## config.mk

```make
export PLATFORM = sky130hd
export DESIGN_NAME = json_feed_arb
export DESIGN_NICKNAME = d
export VERILOG_FILES = /design/src/rtl/json_feed_arb.sv
export SDC_FILE = /design/constraint.sdc
export NUM_CORES = 1
export LEC_CHECK = 0
export ABC_AREA = 0
export CORE_ASPECT_RATIO = 1.4
export CORE_MARGIN = 5
export CORE_UTILIZATION = 47
export DETAILED_ROUTE_END_ITERATION = 7
export HOLD_SLACK_MARGIN = 0.1
export PLACE_DENSITY_LB_ADDON = 0.08
export SLEW_MARGIN = 20
export SYNTH_ARGS = -nofsm -noshare
export SYNTH_HDL_FRONTEND = slang
export SYNTH_SLANG_ARGS = --single-unit
```

## constraint.sdc

```tcl
create_clock -name clk -period 5.5 [get_ports clk]
set_input_delay 1.1 -clock clk [delete_from_list [all_inputs] [get_ports clk]]
set_output_delay 1.1 -clock clk [all_outputs]
set_load 0.02 [all_outputs]
```

## src/rtl/json_feed_arb.sv

```systemverilog
// json_feed_arb: round-robin arbiter that hands whole JSON objects from two
// character sources to a single parser, dropping inter-object junk.
module json_feed_arb #(
    parameter int MAX_LEN = 255
) (
    input  logic       clk,
    input  logic       reset,
    input  logic       req0_valid,
    input  logic [7:0] req0_char,
    output logic       req0_ready,
    input  logic       req1_valid,
    input  logic [7:0] req1_char,
    output logic       req1_ready,
    output logic       out_valid,
    output logic [7:0] out_char,
    input  logic       out_ready,
    output logic       owner,
    output logic       busy,
    output logic [7:0] obj_cnt0,
    output logic [7:0] obj_cnt1,
    output logic       err_overrun
);
    localparam logic [7:0] MAX = 8'(MAX_LEN);
    typedef enum logic {IDLE, FWD} state_t;
    state_t state, state_nxt;
    logic rr_ptr, in_str, cand0, cand1, grant, grant_owner, own_valid, xfer, closing, at_max;
    logic [7:0] len, own_char;
    assign cand0 = req0_valid && req0_char == 8'h7B;
    assign cand1 = req1_valid && req1_char == 8'h7B;
    assign busy = state == FWD;
    assign own_valid = owner ? req1_valid : req0_valid;
    assign own_char = owner ? req1_char : req0_char;
    assign xfer = busy && own_valid && out_ready;
    assign closing = xfer && own_char == 8'h7D && !in_str;
    assign at_max = xfer && len + 8'd1 == MAX;
    assign grant = !busy && (cand0 || cand1);
    assign grant_owner = cand0 && cand1 ? rr_ptr : cand1;
    // The opening brace stays at the source head so it is the first forwarded char.
    always_comb begin
        state_nxt = state;
        if (grant)
            state_nxt = FWD;
        else if (closing || at_max)
            state_nxt = IDLE;
        out_valid = busy && own_valid;
        out_char = out_valid ? own_char : 8'h00;
        req0_ready = busy ? !owner && out_ready : req0_valid && !cand0;
        req1_ready = busy ? owner && out_ready : req1_valid && !cand1;
    end
    always_ff @(posedge clk) begin
        if (reset)
            state <= IDLE;
        else
            state <= state_nxt;
    end
    always_ff @(posedge clk) begin
        if (reset) begin
            owner <= 1'b0;
            rr_ptr <= 1'b0;
            in_str <= 1'b0;
            len <= 8'd0;
            obj_cnt0 <= 8'd0;
            obj_cnt1 <= 8'd0;
            err_overrun <= 1'b0;
        end else begin
            if (grant) begin
                owner <= grant_owner;
                in_str <= 1'b0;
                len <= 8'd0;
            end
            if (xfer) begin
                len <= len + 8'd1;
                if (own_char == 8'h22)
                    in_str <= !in_str;
            end
            if (closing) begin
                if (owner)
                    obj_cnt1 <= obj_cnt1 + 8'd1;
                else
                    obj_cnt0 <= obj_cnt0 + 8'd1;
                rr_ptr <= !owner;
            end else if (at_max) begin
                err_overrun <= 1'b1;
                rr_ptr <= !owner;
            end
        end
    end
endmodule

```

==> flow_metrics.tcl <==
set metrics [dict create \
    timing.fmax_mhz 260 \
    htreeDepth 2 \
    ios 51 \
    cts_resized 0 \
    comb_power_share_pct 7.8 \
    critical_path_arrival_ns 2.75 \
    ys.flop_type "dfxtp_1" \
    clkSlewWorstSetupHoldPaths_ns 0.06 \
    syn_nets 235 \
    hp-class "register to register" \
    setup_slack_ns 1.65 \
    grt_antenna_before_repair 0 \
    synth_top_cells_by_area "dfxtp_1 (34%), nor2_1 (6.3%), mux2i_1 (5.8%)" \
    fin_nets 287 \
    status "completed" \
    fp.dieH_um 81.5 \
    synth_top_cell_by_area "dfxtp_1" \
    track_usage_pct 19.2 \
    max_slew_margin_pct 29.0 \
    synth_cells 210 \
    layout_min_cycle_time_ns 3.85 \
    grt_max_degree 31 \
    first_global_vias 1691 \
    area_growth_pct 37.1 \
    cts_buffers 5 \
    num_rows 26 \
    grt_pass1_wl_um 7370 \
    synth_warnings 0 \
    p_leak_nw 0.826 \
    clk_latency_ns 0.28 \
    n_antenna_cell 0 \
    synth-seq-area-share_pct 33.8 \
    switching_share_pct 20.5 \
    critPathMaxFanout 9 \
    viasPerCell 5.69 \
    start_util_pct 48.0 \
    endpoint_kind "output port" \
    dr.pass1.iters 4 \
    synth-seq-cells 29 \
    cts_tree "built" \
    synth_top_area_share_pct 33.8 \
    fin_tns_setup_ns 0 \
    cp.required_ns 4.40 \
    switchingPower_uw 97.2 \
    postSynthAreaPerCell_sq_um 8.18 \
    die_area_sq_um 4980 \
    cts_hold_buf 0 \
    worstSetupStartpoint "req0_valid" \
    skew_ns 0.00880 \
    finalWirelength_um 4280 \
    cts_sinks 29 \
    reg2reg_from "owner" \
    cp-start-kind "primary input" \
    drc_errors 0 \
    gp_congestion 0.859 \
    first_iter_violations 86 \
    p_int_uw 377 \
    powerDensity_nw_per_um2 201 \
    tightest_slew_ns 1.06 \
    vias 1734 \
    finalPower_uw 474 \
    portBuffers 50 \
    synth_edf_count 0 \
    hp-start "rr_ptr" \
    fillers 330 \
    fin_crit_sh_pct 70.0 \
    clk_path_buf_depth 2 \
    critical_path_class "primary input to output port" \
    rsz0062_at_grt "no" \
    globalRouteOverflowTotal 0 \
    netlist_area_sq_um 1720 \
    core-area_sq_um 3580 \
    pre_cts_slack_ns 1.64 \
    drv_cap 0 \
    dp_hpwl_um 3130 \
    cts_setup_buffers 0 \
    ant_nets 0 \
    hold_viol 0 \
    pwr-share-seq_pct 44.4 \
    die_w_um 61.1 \
    synth-async-reset-ratio_pct 0 \
    synth.distinct_cells 41 \
    slew_violations 0 \
    cts_root_buf "clkbuf_8" \
    final_layout_size_suffix_gt1_share_pct 6.08 \
    wire_per_inst_um 14.0 \
    power_frac_clock_pct 47.8 \
    max-vdd-ir-drop_mv 0.183 \
    finalSetupViolCount 0 \
]
## Yosys cell counts, types with 2 or more instances
master / count
nand4_1: 9
o22ai_1: 2
nor2_1: 29
o211ai_1: 3
and2_1: 2
o21ai_0: 12
a31oi_1: 2
nand3_1: 9
inv_1: 5
and3_1: 3
xor2_1: 8
or3_1: 8
mux2_2: 2
ha_1: 4
nand2b_1: 4
dfxtp_1: 29
nor3_1: 7
mux2i_1: 10
clkbuf_1: 3
nand2_1: 12
a21oi_1: 17
nand4b_1: 3
nand3b_1: 4
or4_1: 5
nor4_1: 2
## routing by layer
layer / track usage (%) / vias to the layer above / share of wire (%)
met1: 23.0 / 806 / 43
li1: - / 879 / -
met5: 0 / - / 0
met2: 30.9 / 38 / 49
met4: 9.54 / 0 / 2.5
met3: 5.35 / 11 / 5.7
## cells in the final DEF (no fill, tap or decap), types with 2 or more instances in the layout
cell	n
or4_1	5
nand3_1	9
nand2_1	12
o211ai_1	3
inv_1	5
o21ai_0	12
nand3b_1	4
nand4_1	9
clkdlybuf4s50_1	50
and3_1	3
nor3_1	7
or3_1	8
o22ai_1	2
dfxtp_1	29
nor2_1	29
mux2_2	2
a21oi_1	17
a31oi_1	2
xor2_1	8
mux2i_1	10
ha_1	4
nand4b_1	3
nor4_1	2
and2_1	2
nand2b_1	4
clkbuf_8	6
## worst max-delay path, stage by stage
cell and delay [ns]:
clkdlybuf4s50_1 0.51, mux2_2 0.17, nand2_1 0.18, a21oi_1 0.17, clkdlybuf4s50_1 0.62
## flip-flops by register name, indices dropped and copies added, names as in the netlist
signal	count
in_str	1
busy	1
err_overrun	1
rr_ptr	1
len	8
obj_cnt1	8
owner	1
obj_cnt0	8
## final timing paths
check | to | slack, ns | cells past startpoint
max | out_char[2] | 1.65 | 5
min | owner | 0.46 | 2
max reg2reg | obj_cnt0[4] | 2.87 | 5
min reg2reg | owner | 0.46 | 2
## layout make-up
type                    instances  area (sq um)  area share [%]
multi-input cells             171          1090            46.1
flip-flops and latches         29           581            24.7
repair buffers                 50           500            21.3
clock buffers                   7          86.3            3.67
well taps                      42          52.6            2.23
clock inverters                 1          30.0            1.28
inverters                       5          18.8           0.797
## per-stage QoR
stage | instance area [sq um] | hold slack, ns | cells | util, %
4_1_cts | 2350 | 0.463 | 305 | 65.8
5_1_grt | 2350 | 0.512 | 305 | 65.8
3_3_place_gp | 2240 | 0.441 | 297 | 62.6
3_5_place_dp | 2240 | 0.449 | 297 | 62.6
6_report | 2350 | 0.465 | 305 | 65.8
2_1_floorplan | 1720 | 0.432 | 210 | -
## power groups by stage
stage | clock (mW) | combinational, mW | sequential (mW)
after floorplan | 0 | 0.0153 | 0.215
after global placement | 0 | 0.0371 | 0.215
after detailed placement | 0 | 0.0369 | 0.215
after CTS | 0.232 | 0.0373 | 0.210
after global routing | 0.243 | 0.0401 | 0.210
final | 0.227 | 0.0371 | 0.210
## kinds of logic after synthesis
group	count (synthesis)	share of synthesized area, %
mux	12	7.14
buf+inv	10	2.99
simple gates	102	32.8
fa+ha+maj	4	2.91
xor+xnor	9	4.59
flops	29	33.8
compound gates	44	15.8
Note: power is estimated with default switching activity, not from simulation.
==> variant: new RTL, same settings <==
Make the reset (`reset`) asynchronous in 2 clocked blocks.
--- a/src/rtl/json_feed_arb.sv
+++ b/src/rtl/json_feed_arb.sv
@@ -49,3 +49,3 @@
     end
-    always_ff @(posedge clk) begin
+    always_ff @(posedge clk or posedge reset) begin
         if (reset)
@@ -55,3 +55,3 @@
     end
-    always_ff @(posedge clk) begin
+    always_ff @(posedge clk or posedge reset) begin
         if (reset) begin
Check against the original RTL: differs if reset is asserted again (counterexample within 4 cycles, from zero or initial values and one cycle with reset high); with reset held inactive, the same outputs for 10 cycles.
==> variant against the original RTL <==
  * Count of clock-buffer cells in the layout shrank 2
  * Sequential share of layout area grew 5.7 points
  * Register-to-register slack gained 0.21 ns
  * Synthesized area grew 4.2%
  * Worst hold slack gained 0.014 ns
  * Final area grew 1.6%
  * Die area grew 3.6%
  * Routed wire length grew 1.0%
  * Worst setup slack lost 0.22 ns
  * Sequential cell count is the same
Power is not compared: it rests on default switching activity, and its combinational part moved more than twofold at a synthesized area within 25%.
==> variant: results (changes against the original RTL) <==
status:
  status: "completed"  # unchanged
synthesis:
  syn_nets: 218  # was 235
  postSynthCellCount: 193  # was 210
  yosys_warnings: 0  # unchanged
  yosys-top-cells-count: "dfrtp_1, nor2_1, o21ai_0, nand3_1"  # was dfxtp_1, nor2_1, a21oi_1, nand2_1, o21ai_0
  synthArstFlopShare_pct: 100  # was 0%
  synth_cell_types: 41  # unchanged
  netlist_top_cells_area: "dfrtp_1, xnor2_1, mux2i_1, o21ai_0, nand3_1"  # was dfxtp_1, nor2_1, mux2i_1, a21oi_1, xor2_1
  synth-seq-area-share_pct: 40.6  # was 33.8%
cells_and_area:
  reg_top3: "len x8, obj_cnt0 x8, obj_cnt1 x8"  # unchanged
  diodes: 0  # unchanged
  drive_gt1_share_pct: 6.97  # was 6.08%
  stdcell_count: 286  # was 305
  nFillCells: 311  # was 330
  layout.nets: 268  # was 287
placement:
  gp_congestion: 0.821  # was 0.859
  place.detailed.hpwl_um: 3350  # was 3130 µm
  place_inst: 278  # was 297
  io_buffers: 50  # unchanged
critical_path:
  slowest_stage: "or4bb_1"  # was clkdlybuf4s50_1
  crit_family: "buffers and inverters"  # unchanged
  critPathMaxFanout: 4  # was 9
  cp.arrival_ns: 2.97  # was 2.75 ns
  cpPeakStageDelay_ns: 0.56  # was 0.62 ns
clocking:
  max-clock-path-buffers: 2  # unchanged
  clk_latency_ns: 0.27
  numCtsBuffers: 5  # unchanged
  cts_root_buf: "clkbuf_8"  # unchanged
  cts_setup_buffers: 0  # unchanged
  clk_pin_slew_ns: 0.07
  h-tree-depth: 2  # unchanged
  cts_resized: 0  # unchanged
sta:
  clock-skew-final_ns: 0.00449  # was 0.00880 ns
  slew_headroom_pct: 44.1  # was 29.0%
min_path:
  hp-class: "flop to flop"  # unchanged
global_route:
  grt_pass1_vias: 1687  # was 1691
  antenna_found_initial: 0  # unchanged
  grt_max_degree: 30  # was 31
  grtUsageTotal_pct: 17.2  # was 19.2%
  grt_pass1_wl_um: 7490  # was 7370 µm
power:
  p_leak_uw: 0.000984
  ir_drop_uv: 188
detailed_routing:
  routed_wl_um: 4330  # was 4280 µm
  via_per_inst: 5.63  # was 5.69
  first_iter_violations: 60  # was 86
  first_pass_iters: 4  # unchanged
==> variant: cell count changes in the layout (fill, tap and decap cells not counted), sizes merged, moves of 4 or more <==
cell / before / now
dfrtp: 0 / 29
dfxtp: 29 / 0
a21oi: 18 / 6
nor2: 29 / 18
xnor2: 1 / 12
or3: 8 / 1
xor2: 8 / 2
inv: 5 / 10
or4: 5 / 0
and4: 0 / 4
nand3: 10 / 14
nor3: 8 / 4
==> variant: area by class of cell <==
cell class | instances | area, µm² | area share, %
timing repair buffer | 50 | 500 | 20.9
tap | 42 | 52.6 | 2.20
sequential | 29 | 726 | 30.3
multi-input combinational | 147 | 990 | 41.4
clock inverter | 3 | 17.5 | 0.732
inverter | 10 | 37.5 | 1.57
clock buffer | 5 | 68.8 | 2.88
==> variant: worst register-to-register path, cell delays in order (launching register included) <==
cell      delay [ns]
dfrtp_1         0.69
or3b_1          0.52
a211oi_2        0.33
and3_1          0.39
mux2_2          0.38
==> variant: final timing paths <==
kind,startpoint,to,slack (ns),cells after the start
max,req1_char[1],req1_ready,1.43,5
max in group asynchronous,reset,rr_ptr$_DFFE_PP0P_,3.92,2
min reg2reg,obj_cnt1[7]$_DFFE_PP0P_,obj_cnt1[7]$_DFFE_PP0P_,0.48,1
min in group asynchronous,reset,obj_cnt0[6]$_DFFE_PP0P_,1.21,2
min,obj_cnt1[7]$_DFFE_PP0P_,obj_cnt1[7]$_DFFE_PP0P_,0.48,1
max reg2reg,owner$_DFFE_PP0P_,obj_cnt1[1]$_DFFE_PP0P_,3.08,4
==> variant: where the power goes <==
group	internal (µW)	switching, µW	total [µW]
combinational	37.8	41.3	79.2
sequential	222	17.6	240
clock	87.1	82.5	170
total	347	141	488
==> variant: per-stage QoR <==
stage | power, µW | hold slack (ns) | setup slack [ns] | cell area, µm² | utilization (%)
global placement | 318 | 0.454 | 1.46 | 2310 | 62.7
global route | 516 | 0.498 | 1.36 | 2390 | 65.1
finish | 488 | 0.479 | 1.43 | 2390 | 65.1
floorplan | 282 | 0.459 | 2.47 | 1790 | -
detailed placement | 322 | 0.466 | 1.43 | 2310 | 62.7
CTS | 492 | 0.480 | 1.42 | 2390 | 65.1
==> variant: layer usage <==
metal | global-route usage [%] | routed length, µm | part of all wire (%) | vias up
met5 | 0 | 0 | 0 | -
met3 | 4.59 | 213 | 4.9 | 6
met1 | 19.7 | 1840 | 43 | 762
li1 | - | - | - | 797
met4 | 7.30 | 57 | 1.3 | 0
met2 | 29.4 | 2210 | 51 | 46
==> variant: kinds of logic after synthesis <==
group | after synthesis | share of synthesized area [%]
and+or+nand+nor | 84 | 27.1
AOI/OAI and AO/OA | 32 | 11.0
DFF | 29 | 40.6
buffers and inverters | 17 | 4.13
xor gates and xnor gates | 14 | 6.85
muxes | 13 | 7.48
adders and majority gates | 4 | 2.80
